File: src/rtl/core_config_pkg.sv
// Shared core configuration: datapath width, reset vector, fetch buffer
// entry layout and the fetch sequencer state encoding.
package core_config_pkg;

    localparam int unsigned XLEN = 32;

    localparam logic [XLEN-1:0] RESET_VECTOR = 32'h0000_1000;
    localparam logic [XLEN-1:0] PC_STEP      = 32'h0000_0004;

    // One buffered instruction together with the address it was fetched from.
    typedef struct packed {
        logic [XLEN-1:0] pc;
        logic [31:0]     instr;
    } fetch_entry_t;

    typedef enum logic [1:0] {
        ST_BOOT  = 2'd0,
        ST_RUN   = 2'd1,
        ST_REDIR = 2'd2
    } fetch_state_t;

    // Instruction addresses are word aligned; drop the byte offset.
    function automatic logic [XLEN-1:0] align_pc(input logic [XLEN-1:0] addr);
        return {addr[XLEN-1:2], 2'b00};
    endfunction

endpackage

File: src/rtl/fetch_fifo.sv
// Two-entry ordered buffer of fetched instructions. Push and pop in the same
// cycle are legal at any occupancy; flush empties the buffer and wins over push.
module fetch_fifo
    import core_config_pkg::*;
(
    input  logic         clk,
    input  logic         rst_n,
    input  logic         push,
    input  fetch_entry_t push_entry,
    input  logic         pop,
    input  logic         flush,
    output fetch_entry_t head,
    output logic [1:0]   count
);

    fetch_entry_t mem [2];
    logic         wr_ptr;
    logic         rd_ptr;
    logic         do_push;
    logic         do_pop;

    // Qualify requests: never pop an empty buffer, never push into a full one
    // unless the head leaves in the same cycle (its slot is then reused).
    always_comb begin
        do_pop  = pop && (count != 2'd0);
        do_push = push && ((count != 2'd2) || do_pop);
    end

    // Storage, pointers and occupancy.
    always_ff @(posedge clk or negedge rst_n) begin
        if (!rst_n) begin
            for (int unsigned i = 0; i < 2; i++) begin
                mem[i] <= '0;
            end
            wr_ptr <= 1'b0;
            rd_ptr <= 1'b0;
            count  <= 2'd0;
        end else if (flush) begin
            wr_ptr <= 1'b0;
            rd_ptr <= 1'b0;
            count  <= 2'd0;
        end else begin
            if (do_push) begin
                mem[wr_ptr] <= push_entry;
                wr_ptr      <= ~wr_ptr;
            end
            if (do_pop) begin
                rd_ptr <= ~rd_ptr;
            end
            case ({do_push, do_pop})
                2'b10:   count <= count + 2'd1;
                2'b01:   count <= count - 2'd1;
                default: count <= count;
            endcase
        end
    end

    // Head is read straight from storage so it stays put while not popped.
    always_comb begin
        head = mem[rd_ptr];
    end

endmodule

File: src/rtl/fetch_unit.sv
// Instruction fetch front end: PC sequencing, one outstanding ROM read with a
// fixed one-cycle response, a two-entry instruction buffer toward decode, and
// redirects from the branch predictor and the execute stage.
module fetch_unit
    import core_config_pkg::*;
(
    input  logic            clk,
    input  logic            rst_n,
    input  logic            bpu_pc_write,
    input  logic [XLEN-1:0] bpu_pc_value,
    input  logic            ex_redirect,
    input  logic [XLEN-1:0] ex_target,
    output logic            rom_req,
    output logic [XLEN-1:0] rom_addr,
    input  logic [31:0]     rom_data,
    output logic            instr_valid,
    input  logic            instr_ready,
    output logic [31:0]     instr_data,
    output logic [XLEN-1:0] instr_pc
);

    fetch_state_t    state_q;
    fetch_state_t    state;
    fetch_state_t    state_next;

    logic [XLEN-1:0] pc_q;
    logic            inflight_q;
    logic [XLEN-1:0] inflight_pc_q;

    logic            redirect;
    logic [XLEN-1:0] redirect_target;
    logic            pop;
    logic            push;
    logic [2:0]      occupancy;
    logic [1:0]      count;
    fetch_entry_t    head;
    fetch_entry_t    push_entry;

    // Redirect source selection; the execute stage outranks the predictor.
    always_comb begin
        redirect        = ex_redirect || bpu_pc_write;
        redirect_target = ex_redirect ? ex_target : bpu_pc_value;
    end

    // Decode handshake and projected buffer occupancy at the end of this cycle.
    always_comb begin
        instr_valid = (count != 2'd0);
        pop         = instr_valid && instr_ready;
        occupancy   = {1'b0, count} + {2'b00, inflight_q} - {2'b00, pop};
    end

    // Sequencer state register; only BOOT or RUN is ever stored.
    always_ff @(posedge clk or negedge rst_n) begin
        if (!rst_n) begin
            state_q <= ST_BOOT;
        end else begin
            state_q <= state_next;
        end
    end

    // Next state and request generation. REDIR is the cycle the strobe is seen,
    // so it is decoded from the strobe itself rather than from the register;
    // that lets the target be requested in the very next cycle.
    always_comb begin
        state      = redirect ? ST_REDIR : state_q;
        state_next = state;
        rom_req    = 1'b0;
        case (state)
            ST_BOOT: begin
                state_next = ST_RUN;
            end
            ST_RUN: begin
                state_next = ST_RUN;
                rom_req    = (occupancy < 3'd2);
            end
            ST_REDIR: begin
                state_next = ST_RUN;
            end
            default: begin
                state_next = ST_BOOT;
            end
        endcase
    end

    // Program counter: load the aligned target on redirect, else step per request.
    always_ff @(posedge clk or negedge rst_n) begin
        if (!rst_n) begin
            pc_q <= RESET_VECTOR;
        end else if (redirect) begin
            pc_q <= align_pc(redirect_target);
        end else if (rom_req) begin
            pc_q <= pc_q + PC_STEP;
        end
    end

    // In-flight tracking; a redirect issues no request, which drops the flag.
    always_ff @(posedge clk or negedge rst_n) begin
        if (!rst_n) begin
            inflight_q    <= 1'b0;
            inflight_pc_q <= '0;
        end else begin
            inflight_q <= rom_req;
            if (rom_req) begin
                inflight_pc_q <= pc_q;
            end
        end
    end

    // Response capture into the buffer; a redirect discards it.
    always_comb begin
        push             = inflight_q && !redirect;
        push_entry.pc    = inflight_pc_q;
        push_entry.instr = rom_data;
        rom_addr         = pc_q;
        instr_data       = head.instr;
        instr_pc         = head.pc;
    end

    fetch_fifo u_fifo (
        .clk        (clk),
        .rst_n      (rst_n),
        .push       (push),
        .push_entry (push_entry),
        .pop        (pop),
        .flush      (redirect),
        .head       (head),
        .count      (count)
    );

endmodule

File: config.mk
export PLATFORM = sky130hd
export DESIGN_NAME = fetch_unit
export DESIGN_NICKNAME = d
export VERILOG_FILES = /design/src/rtl/core_config_pkg.sv /design/src/rtl/fetch_fifo.sv /design/src/rtl/fetch_unit.sv
export SDC_FILE = /design/constraint.sdc
export NUM_CORES = 1
export LEC_CHECK = 0
export BUFFER_PORTS_ARGS = -buffer_cell sky130_fd_sc_hd__buf_2
export CAP_MARGIN = 40
export CORE_AREA = 5 5 185 134
export DETAILED_ROUTE_END_ITERATION = 10
export DIE_AREA = 0 0 190 139
export PLACE_DENSITY = 0.63
export SLEW_MARGIN = 5
export SYNTH_ARGS = -nofsm -noshare
export SYNTH_HDL_FRONTEND = slang
export SYNTH_SLANG_ARGS = --single-unit
File: constraint.sdc
create_clock -name clk -period 3.4 [get_ports clk]
set_input_delay 0.34 -clock clk [delete_from_list [all_inputs] [get_ports clk]]
set_output_delay 0.34 -clock clk [all_outputs]
set_load 0.05 [all_outputs]
==> results.md, run 1 <==
- TritonRoute pass-1 iters: 5
- Sequential fraction of the synthesis area: 53.2%
- Worst-path fanout max: 5
- Status: finished with violations
- DRT Wirelength: 23.3 mm
- Overflow after GRT: 0
- Synth cell types: 49
- Initial antenna violation count: 1
- Arrival time worst endpoint: 2.96 ns
- Most frequent cells in the layout: dfrtp_1, buf_2, mux2_2, nand2_1, a21oi_1
- FF-to-FF End: rom_addr[29]
- Critical path launch point type: register
- Core Util, Final: 47.6%
- Diodes inserted: 0
- Sink Count: 190
- Top Ports: 199
- Post-synth ARST share: 100%
- Met2 routed WL: 10.1 mm
- Area Growth Syn to Fin: 22.4%
- Number of global-route vias before repair: 6,859
- # DRC: 0
- Worst reg2reg path depth: 12
- Syn Inst Count: 776
- PortBufs: 190
- Setup TNS: 0 ns
- Mapped Area: 8930 um^2
- R2R Setup Slk: 0.21 ns
- Worst-Margin Slew: 0.780 ns
- NumNets Final: 1,068
- #FFs+latches synth: 190
- Fin crit period: 3.30 ns
- Pin count of the biggest net entering global routing: 95
- Met3 wire length: 1.69 mm
- Max Buffers Root-to-Sink: 2
- Final period util: 97.0%
- H-tree levels: 4
- Relative slew slack: 48.0%
- CTS tree: yes
- # hold bufs at CTS: 0
- WHS: -0.0270 ns
- Die H: 139 um
- Highest metal used: met5
- Failing checks: hold timing
- YS warnings: 0
- Post-synth top flop: dfrtp_1
- Layout cells sized above 1: 46.1%
- GRT Util Overall: 18.1%
- Vias: 6,591
- Lkg Pwr: 5.41 nW
- CP endpoint kind: output port
- Worst path required time: 3.06 ns
- Die area: 26,400 um^2
- Rows: 47
- Max Freq: 303 MHz
- RePlAce Congestion: 0.852
- Max VDD drop: 321 uV
- Largest area contributor in the netlist: dfrtp_1
- Max_cap viols: 0
- Root buffer cell: clkbuf_16
- Max Slew Vio Count: 0
- Core Area: 23,000 um^2
- Final Hold Fails: 17
- Num CTS Buffers: 17
- Crit Path Class: register to output port
- Clk Latency, worst-skew pair: 0.44 ns
- Worst min path class: input port to async pin
- Avg WL per Cell: 18.0 um
- Die X: 190 um
- First-pass GRT wire length: 38.3 mm
- 1st-iter DRT viols: 413
- Syn avg cell area: 11.5 um^2
- Met1 WL: 11.3 mm
- Worst-path clk slew: 0.07 ns
- DP HPWL: 16.4 mm
- Post-synth EDFFs: 0
- Vias per cell: 5.09
- Final setup viols: 0
- Reg2reg start: u_fifo.count[0]
- Starting Density: 38.8%
- Pwr dens: 615 nW/um^2
- Area contributors post-synth: dfrtp_1, mux2_2, nand2_1
- Synth top area share: 52.9%
- Fillers: 2,160
- Detail Route Antenna Nets: 0
- Clock skew: 0.0102 ns
[power by group]
group          leakage [nW]  total (W)  internal (W)  switching, W
Sequential             2.48    0.00282       0.00259      0.000235
Combinational          2.67    0.00195      0.000619       0.00133
Clock                 0.261    0.00195       0.00102      0.000926
Total                  5.41    0.00672       0.00423       0.00249
[how the worst max path moves through the flow]
stage | startpoint | endpoint | slack, ns | cells after the start
2_1_floorplan | u_fifo.count[1] | rom_req | 0.04 | 11
5_1_grt | u_fifo.count[0] | rom_req | -0.009 | 10
3_5_place_dp | u_fifo.count[0] | rom_req | 0.12 | 10
4_1_cts | u_fifo.count[0] | rom_req | 0.02 | 10
6_report | u_fifo.count[0] | rom_req | 0.10 | 10
3_3_place_gp | u_fifo.count[0] | rom_req | 0.21 | 10
[kinds of logic (layout without fill, tap and decap cells)]
| kind of cell | count (synthesis) | after routing | synth area share (%) |
|---|---|---|---|
| flops | 190 | 190 | 53.2 |
| xor+xnor | 13 | 13 | 1.27 |
| compound gates | 102 | 102 | 6.99 |
| simple gates | 214 | 214 | 10.8 |
| mux | 191 | 191 | 24.0 |
| buf+inv | 61 | 259 | 3.10 |
| other cells | 2 | 5 | 0.0841 |
| fa+ha+maj | 3 | 3 | 0.504 |
[stage by stage]
| stage | std cells | setup slack, ns | total power [W] | area, um^2 |
|---|---|---|---|---|
| floorplan | 779 | 0.0353 | 0.00427 | 8940 |
| global placement | 1260 | 0.210 | 0.00480 | 10300 |
| detailed placement | 1260 | 0.120 | 0.00483 | 10300 |
| CTS | 1293 | 0.0171 | 0.00681 | 10900 |
| global route | 1295 | -0.00939 | 0.00707 | 10900 |
| finish | 1295 | 0.103 | 0.00672 | 10900 |
[synth_stat cells, types with 3 or more instances]
cell         n
or2_2        4
nor2_1      27
nand4_1      5
nand2b_1     4
nor4_1       5
nand3_1     11
dfrtp_1    189
a311oi_1     5
a221oi_1     4
buf_4        4
a31oi_1     10
mux2_2     187
o21ai_0     27
o221ai_1     4
a2bb2oi_1    3
and2_1       6
or3_1        4
mux2i_1      4
xnor2_1      8
buf_1        9
and3_1      10
clkbuf_1    20
inv_1       12
nor3_1       8
a21oi_1     35
a211oi_1     3
buf_2       14
o31ai_1      3
xor2_1       5
nand2_1    122
[cell type report]
type | instances | area, um^2 | share of cell area (%)
Clock buffer | 18 | 429 | 3.92
Clock inverter | 14 | 136 | 1.25
Inverter | 12 | 50.0 | 0.458
Multi-Input combinational cell | 528 | 3960 | 36.2
Sequential cell | 190 | 4760 | 43.5
Tap cell | 318 | 398 | 3.64
Timing Repair Buffer | 215 | 1210 | 11.0
[per-layer routing]
metal / track usage (%) / up-vias
li1: - / 3108
met1: 27.0 / 3249
met2: 26.0 / 207
met3: 5.18 / 25
met4: 4.45 / 2
met5: 0 / -
[sequential cells by signal (all words and copies together), names as in the netlist]
signal	flops
u_fifo.mem	124
inflight_pc_q	30
rom_addr	30
u_fifo.rd_ptr	1
inflight_q	1
u_fifo.wr_ptr	1
state_q	1
u_fifo.count	2
[worst max-delay path, stage by stage, from the launching register on]
cell and delay (ns):
dfrtp_1 0.37, or2_2 0.33, nand2_4 0.10, inv_1 0.05, ha_1 0.29, nand2b_4 0.16, fa_2 0.36, xor2_2 0.21
or3_4 0.42, inv_6 0.09, buf_8 0.14
[what timing repair did]
item                       in CTS  in global routing
setup buffers                   1                  2
pin swaps                       1                  2
setup endpoints to repair       1                  5
gates resized for setup         9                  4
Note: power is estimated with default switching activity, not from simulation.
==> run 2, diff against run 1 <==
Settings changed: BUFFER_PORTS_ARGS -buffer_cell sky130_fd_sc_hd__buf_2 to unset, DONT_BUFFER_PORTS set to 1, PLACE_DENSITY 0.63 to 0.56.
==> results.md, run 2 (synthesized netlist as in run 1, its figures left out) <==
- Worst min path class: input port to async pin (unchanged)
- Die area: 26,400 um^2 (unchanged)
- Relative slew slack: 53.8% (was 48.0%)
- Clk Latency, worst-skew pair: 0.44 ns (about the same)
- Sink Count: 190 (unchanged)
- RePlAce Congestion: 0.832 (was 0.852)
- CP max stage delay: 0.50 ns (was 0.42 ns)
- Vias per cell: 5.35 (was 5.09)
- Commonest non-fill, non-tap cell in the layout: dfrtp_1
- Diodes inserted: 0 (unchanged)
- CTS tree: yes (unchanged)
- Overflow after GRT: 0 (unchanged)
- FF-to-FF End: rom_addr[26] (was rom_addr[29])
- DP HPWL: 16.1 mm (was 16.4 mm)
- Die H: 139 um (unchanged)
- WHS: -0.399 ns (was -0.0270 ns)
- Largest register FFs: 124 (unchanged)
- Lkg Pwr: 4.67 nW (was 5.41 nW)
- # hold bufs at CTS: 1 (was 0)
- Max Slew Vio Count: 0 (unchanged)
- Status: finished with violations (unchanged)
- First-pass GRT wire length: 36.8 mm (was 38.3 mm)
- Setup TNS: 0 ns (unchanged)
- Fin crit period: 3.31 ns (was 3.30 ns)
- Worst-path fanout max: 7 (was 5)
- Max Buffers Root-to-Sink: 2 (unchanged)
- Worst-Margin Slew: 0.688 ns (was 0.780 ns)
- R2R Setup Slk: 0.15 ns (was 0.21 ns)
- TritonRoute pass-1 iters: 5 (unchanged)
- Arrival time worst endpoint: 2.97 ns (was 2.96 ns)
- Max_cap viols: 0 (unchanged)
- Cell mode on critical path: nand2_2
- Area Growth Syn to Fin: 12.8% (was 22.4%)
- Pin count of the biggest net entering global routing: 191 (was 95)
- Cell breakdown of the critical path: or2_2, nand2_2, inv_1, ha_1, nand2b_1, fa_1, nand2_2, or3_4, inv_8, buf_12 (was or2_2, nand2_4, inv_1, ha_1, nand2b_4, fa_2, xor2_2, or3_4, inv_6, buf_8)
- Failing checks: hold timing (unchanged)
- Critical path launch point type: register (unchanged)
- Worst path slowest cell: fa_1 (was or3_4)
- 1st-iter DRT viols: 378 (was 413)
- Detail Route Antenna Nets: 0 (unchanged)
- Layout cells sized above 1: 33.4% (was 46.1%)
- Reg2reg start: u_fifo.count[0] (unchanged)
- Number of global-route vias before repair: 6,335 (was 6,859)
- Core Util, Final: 43.8% (was 47.6%)
- GRT Util Overall: 17.6% (was 18.1%)
- Worst reg2reg path depth: 12 (unchanged)
- NumNets Final: 887 (was 1,068)
- Final period util: 97.2% (was 97.0%)
- Num CTS Buffers: 17 (unchanged)
- Pwr dens: 650 nW/um^2 (was 615 nW/um^2)
- PortBufs: 0 (was 190)
- Most frequent cells in the layout: dfrtp_1, mux2_2, nand2_1, a21oi_1, buf_4 (was dfrtp_1, buf_2, mux2_2, nand2_1, a21oi_1)
- Root buffer cell: clkbuf_16 (unchanged)
- Biggest register: u_fifo.mem (unchanged)
- Die X: 190 um (unchanged)
- # DRC: 0 (unchanged)
- Max VDD drop: 321 uV (about the same)
- Final setup viols: 0 (unchanged)
- Top Ports: 199 (unchanged)
- Core Area: 23,000 um^2 (unchanged)
- Crit Path Class: register to output port (unchanged)
- Worst path required time: 3.06 ns (about the same)
- DRT Wirelength: 23.1 mm (was 23.3 mm)
- Clock skew: 0.0126 ns (was 0.0102 ns)
- Vias: 5,965 (was 6,591)
- Avg WL per Cell: 20.7 um (was 18.0 um)
- CP endpoint kind: output port (unchanged)
- H-tree levels: 4 (unchanged)
- Starting Density: 38.8% (unchanged)
- Max Freq: 302 MHz (was 303 MHz)
- Worst-path clk slew: 0.07 ns (about the same)
- Final Hold Fails: 190 (was 17)
- Initial antenna violation count: 0 (was 1)
- Rows: 47 (unchanged)
-- run 2: changes by cell type in the layout (fill, tap and decap cells not counted), sizes merged --
cell / before / now
bufbuf: 0 / 1
clkinvlp: 5 / 2
dlygate4sd3: 0 / 1
inv: 16 / 19
clkbuf: 19 / 17
buf: 214 / 32
bufinv: 1 / 2
-- run 2: worst max-delay path: cells and delay by family (launching register included) --
| kind | cells | cell delay, ns |
|---|---|---|
| adders and majority gates | 2 | 0.75 |
| DFF | 1 | 0.41 |
| buffers and inverters | 3 | 0.28 |
| and+or+nand+nor | 5 | 1.09 |
-- run 2: cell type report --
cell class | count | area [um^2]
multi-input cells | 528 | 3930
repair buffers | 34 | 335
fillers | 2114 | 12900
well taps | 318 | 398
inverters | 12 | 52.6
clock buffers | 17 | 425
flip-flops and latches | 190 | 4760
clock inverters | 15 | 175
-- run 2: layer usage --
metal	wire length (um)	global-route usage [%]
met5	0	0
met4	200	3.96
met1	10500	24.7
met2	10700	26.9
met3	1730	5.74
-- run 2: worst max-delay path by stage --
stage	cells past startpoint	to	start
floorplan	11	rom_req	u_fifo.count[1]
global placement	11	rom_addr[26]	u_fifo.count[0]
detailed placement	11	rom_addr[30]	u_fifo.count[0]
CTS	10	rom_req	u_fifo.count[0]
global route	10	rom_req	u_fifo.count[0]
finish	10	rom_req	u_fifo.count[0]
-- run 2: power by group --
part / leakage, nW / internal (W) / switching [W]
sequential: 2.48 / 0.00259 / 0.000314
clock: 0.291 / 0.00111 / 0.000945
combinational: 1.90 / 0.000455 / 0.00114
-- run 2: repair_timing --
action,in CTS,in global routing
endpoints found under the hold margin,191,190
setup endpoints to repair,1,3
resized for setup,4,3
cloned,1,0
setup buffers,1,4
pin swaps,2,1
-- run 2: per-stage QoR --
| step | cells | setup WS (ns) | power [W] | instance area [um^2] |
|---|---|---|---|---|
| after global routing | 1114 | -0.0110 | 0.00684 | 10100 |
| final | 1114 | 0.0937 | 0.00655 | 10100 |
| after floorplan | 779 | 0.0353 | 0.00427 | 8940 |
| after global placement | 1073 | 0.187 | 0.00450 | 9330 |
| after CTS | 1110 | 0.00140 | 0.00664 | 10000 |
| after detailed placement | 1075 | 0.101 | 0.00454 | 9380 |
==> run 3, diff against run 2 <==
Settings changed: CORE_AREA 5 5 185 134 to 5 5 152 111, DIE_AREA 0 0 190 139 to 0 0 157 116, PLACE_DENSITY 0.56 to 0.77.
==> results.md, run 3 (synthesized netlist as in run 1, its figures left out) <==
- Status: finished with violations (unchanged)
- Failing checks: hold timing (unchanged)
- Worst path required time: 3.06 ns (about the same)
- # DRC: 0 (unchanged)
- Die H: 116 um (was 139 um)
- RePlAce Congestion: 0.891 (was 0.832)
- Sequential Power Share: 45.2% (was 44.3%)
- Setup TNS: 0 ns (unchanged)
- Core Area: 15,200 um^2 (was 23,000 um^2)
- Die area: 18,200 um^2 (was 26,400 um^2)
- Comb pwr share: 24.9% (was 24.3%)
- Final setup viols: 0 (unchanged)
- Detail Route Antenna Nets: 0 (unchanged)
- Clk Latency, worst-skew pair: 0.43 ns (was 0.44 ns)
- WHS: -0.396 ns (was -0.399 ns)
- Avg WL per Cell: 21.5 um (was 20.7 um)
- Root buffer cell: clkbuf_16 (unchanged)
- Max Slew Vio Count: 0 (unchanged)
- Pint: 0.00406 W (was 0.00415 W)
- Final Hold Fails: 190 (unchanged)
- First-pass GRT wire length: 34.0 mm (was 36.8 mm)
- R2R Setup Slk: 0.16 ns (was 0.15 ns)
- Worst-Margin Slew: 0.884 ns (was 0.688 ns)
- Clock Power Share: 29.9% (was 31.4%)
- Clock skew: 0.00769 ns (was 0.0126 ns)
- PortBufs: 0 (unchanged)
- Lkg Pwr: 4.58 nW (was 4.67 nW)
- Relative slew slack: 41.0% (was 53.8%)
- Num CTS Buffers: 17 (unchanged)
- CTS tree: yes (unchanged)
- Layout cells sized above 1: 33.0% (was 33.4%)
- Reg2reg start: u_fifo.count[0] (unchanged)
- Crit Path Class: register to output port (unchanged)
- GRT Util Overall: 24.1% (was 17.6%)
- Worst reg2reg path depth: 11 (was 12)
- Number of global-route vias before repair: 6,407 (was 6,335)
- Worst-path fanout max: 5 (was 7)
- Sink Count: 190 (unchanged)
- Max Buffers Root-to-Sink: 2 (unchanged)
- NumNets Final: 882 (was 887)
- Vias: 6,137 (was 5,965)
- H-tree levels: 4 (unchanged)
- DP HPWL: 14.9 mm (was 16.1 mm)
- Pin count of the biggest net entering global routing: 191 (unchanged)
- Critical path launch point type: register (unchanged)
- Max_cap viols: 0 (unchanged)
- Pwr dens: 654 nW/um^2 (was 650 nW/um^2)
- DRT Wirelength: 21.3 mm (was 23.1 mm)
- CP endpoint kind: output port (unchanged)
- 1st-iter DRT viols: 404 (was 378)
- Commonest non-fill, non-tap cell in the layout: dfrtp_1 (unchanged)
- Max VDD drop: 361 uV (was 321 uV)
- Overflow after GRT: 0 (unchanged)
- Top Ports: 199 (unchanged)
- Fin crit period: 3.28 ns (was 3.31 ns)
- FF-to-FF End: rom_addr[26] (unchanged)
- Sw Ratio: 36.6% (about the same)
- Most frequent cells in the layout: dfrtp_1, mux2_2, nand2_1, a21oi_1 (was dfrtp_1, mux2_2, nand2_1, a21oi_1, buf_4)
- Switching power: 0.00234 W (was 0.00240 W)
- Arrival time worst endpoint: 2.94 ns (was 2.97 ns)
- Vias per cell: 6.19 (was 5.35)
- Starting Density: 58.9% (was 38.8%)
- Max Freq: 305 MHz (was 302 MHz)
- TritonRoute pass-1 iters: 5 (unchanged)
- Area Growth Syn to Fin: 9.67% (was 12.8%)
- Largest register FFs: 124 (unchanged)
- Worst-path clk slew: 0.07 ns (about the same)
- RSZ-0062 raised after global routing: no
- Initial antenna violation count: 0 (unchanged)
- Die X: 157 um (was 190 um)
- Diodes inserted: 0 (unchanged)
- Worst min path class: input port to async pin (unchanged)
- Final period util: 96.6% (was 97.2%)
- Biggest register: u_fifo.mem (unchanged)
- Rows: 38 (was 47)
[run 3: changes by cell type in the layout (fill, tap and decap cells not counted), moves of 2 or more]
cell,change
inv_8,-2
clkinv_4,-2
buf_4,-2
clkinvlp_4,+3
buf_16,-2
[run 3: through the flow]
| step | total power [W] | instance area [um^2] | util (%) | worst slack (ns) | instances |
|---|---|---|---|---|---|
| 2_1_floorplan | 0.00427 | 8940 | - | 0.0353 | 779 |
| 3_5_place_dp | 0.00453 | 9190 | 60.6 | 0.0428 | 958 |
| 4_1_cts | 0.00646 | 9780 | 64.5 | 0.0189 | 991 |
| 3_3_place_gp | 0.00448 | 9190 | 60.6 | 0.132 | 958 |
| 5_1_grt | 0.00667 | 9800 | 64.6 | 0.0133 | 991 |
| 6_report | 0.00640 | 9800 | 64.6 | 0.116 | 991 |
[run 3: how the worst max path moves through the flow]
stage / from / endpoint / slack [ns]
after floorplan: u_fifo.count[1] / rom_req / 0.04
after global placement: u_fifo.count[0] / rom_addr[26] / 0.13
after detailed placement: u_fifo.count[0] / rom_addr[26] / 0.04
after CTS: u_fifo.count[0] / rom_req / 0.02
after global routing: u_fifo.count[0] / rom_req / 0.01
final: u_fifo.count[0] / rom_req / 0.12
[run 3: power by group through the flow]
stage | sequential, W | combinational (W) | clock (W)
CTS | 0.00289 | 0.00161 | 0.00196
global placement | 0.00291 | 0.00157 | 0
global route | 0.00293 | 0.00168 | 0.00205
detailed placement | 0.00294 | 0.00160 | 0
floorplan | 0.00292 | 0.00136 | 0
finish | 0.00289 | 0.00160 | 0.00191
[run 3: worst max-delay path: stages (launching register included)]
cell	delay, ns
dfrtp_1	0.40
or2_4	0.28
nand2_4	0.09
inv_1	0.04
ha_1	0.26
nand2b_1	0.15
fa_1	0.50
nand2_2	0.09
or3_4	0.46
inv_6	0.10
buf_8	0.14
[run 3: what timing repair did]
| item | CTS | global route |
|---|---|---|
| setup buffers | 1 | 0 |
| endpoints found under the setup margin | 1 | 4 |
| hold endpoints to repair | 190 | 190 |
| resized for setup | 5 | 5 |
| pin swaps | 1 | 1 |
[run 3: final cells by class]
class | count | area, um^2
multi-input combinational | 528 | 3940
clock inverter | 14 | 135
fill | 1131 | 5370
inverter | 12 | 50.0
sequential | 190 | 4760
timing repair buffer | 29 | 238
clock buffer | 18 | 429
tap | 200 | 250
[run 3: layer usage]
layer / global-route usage, % / wire, um / up-vias / part of all wire (%)
met4: 6.99 / 299 / 0 / 1.4
li1: - / - / 2732 / -
met1: 32.1 / 9010 / 3137 / 42
met5: 0 / 0 / - / 0
met2: 37.7 / 10200 / 243 / 48
met3: 8.55 / 1820 / 25 / 8.5
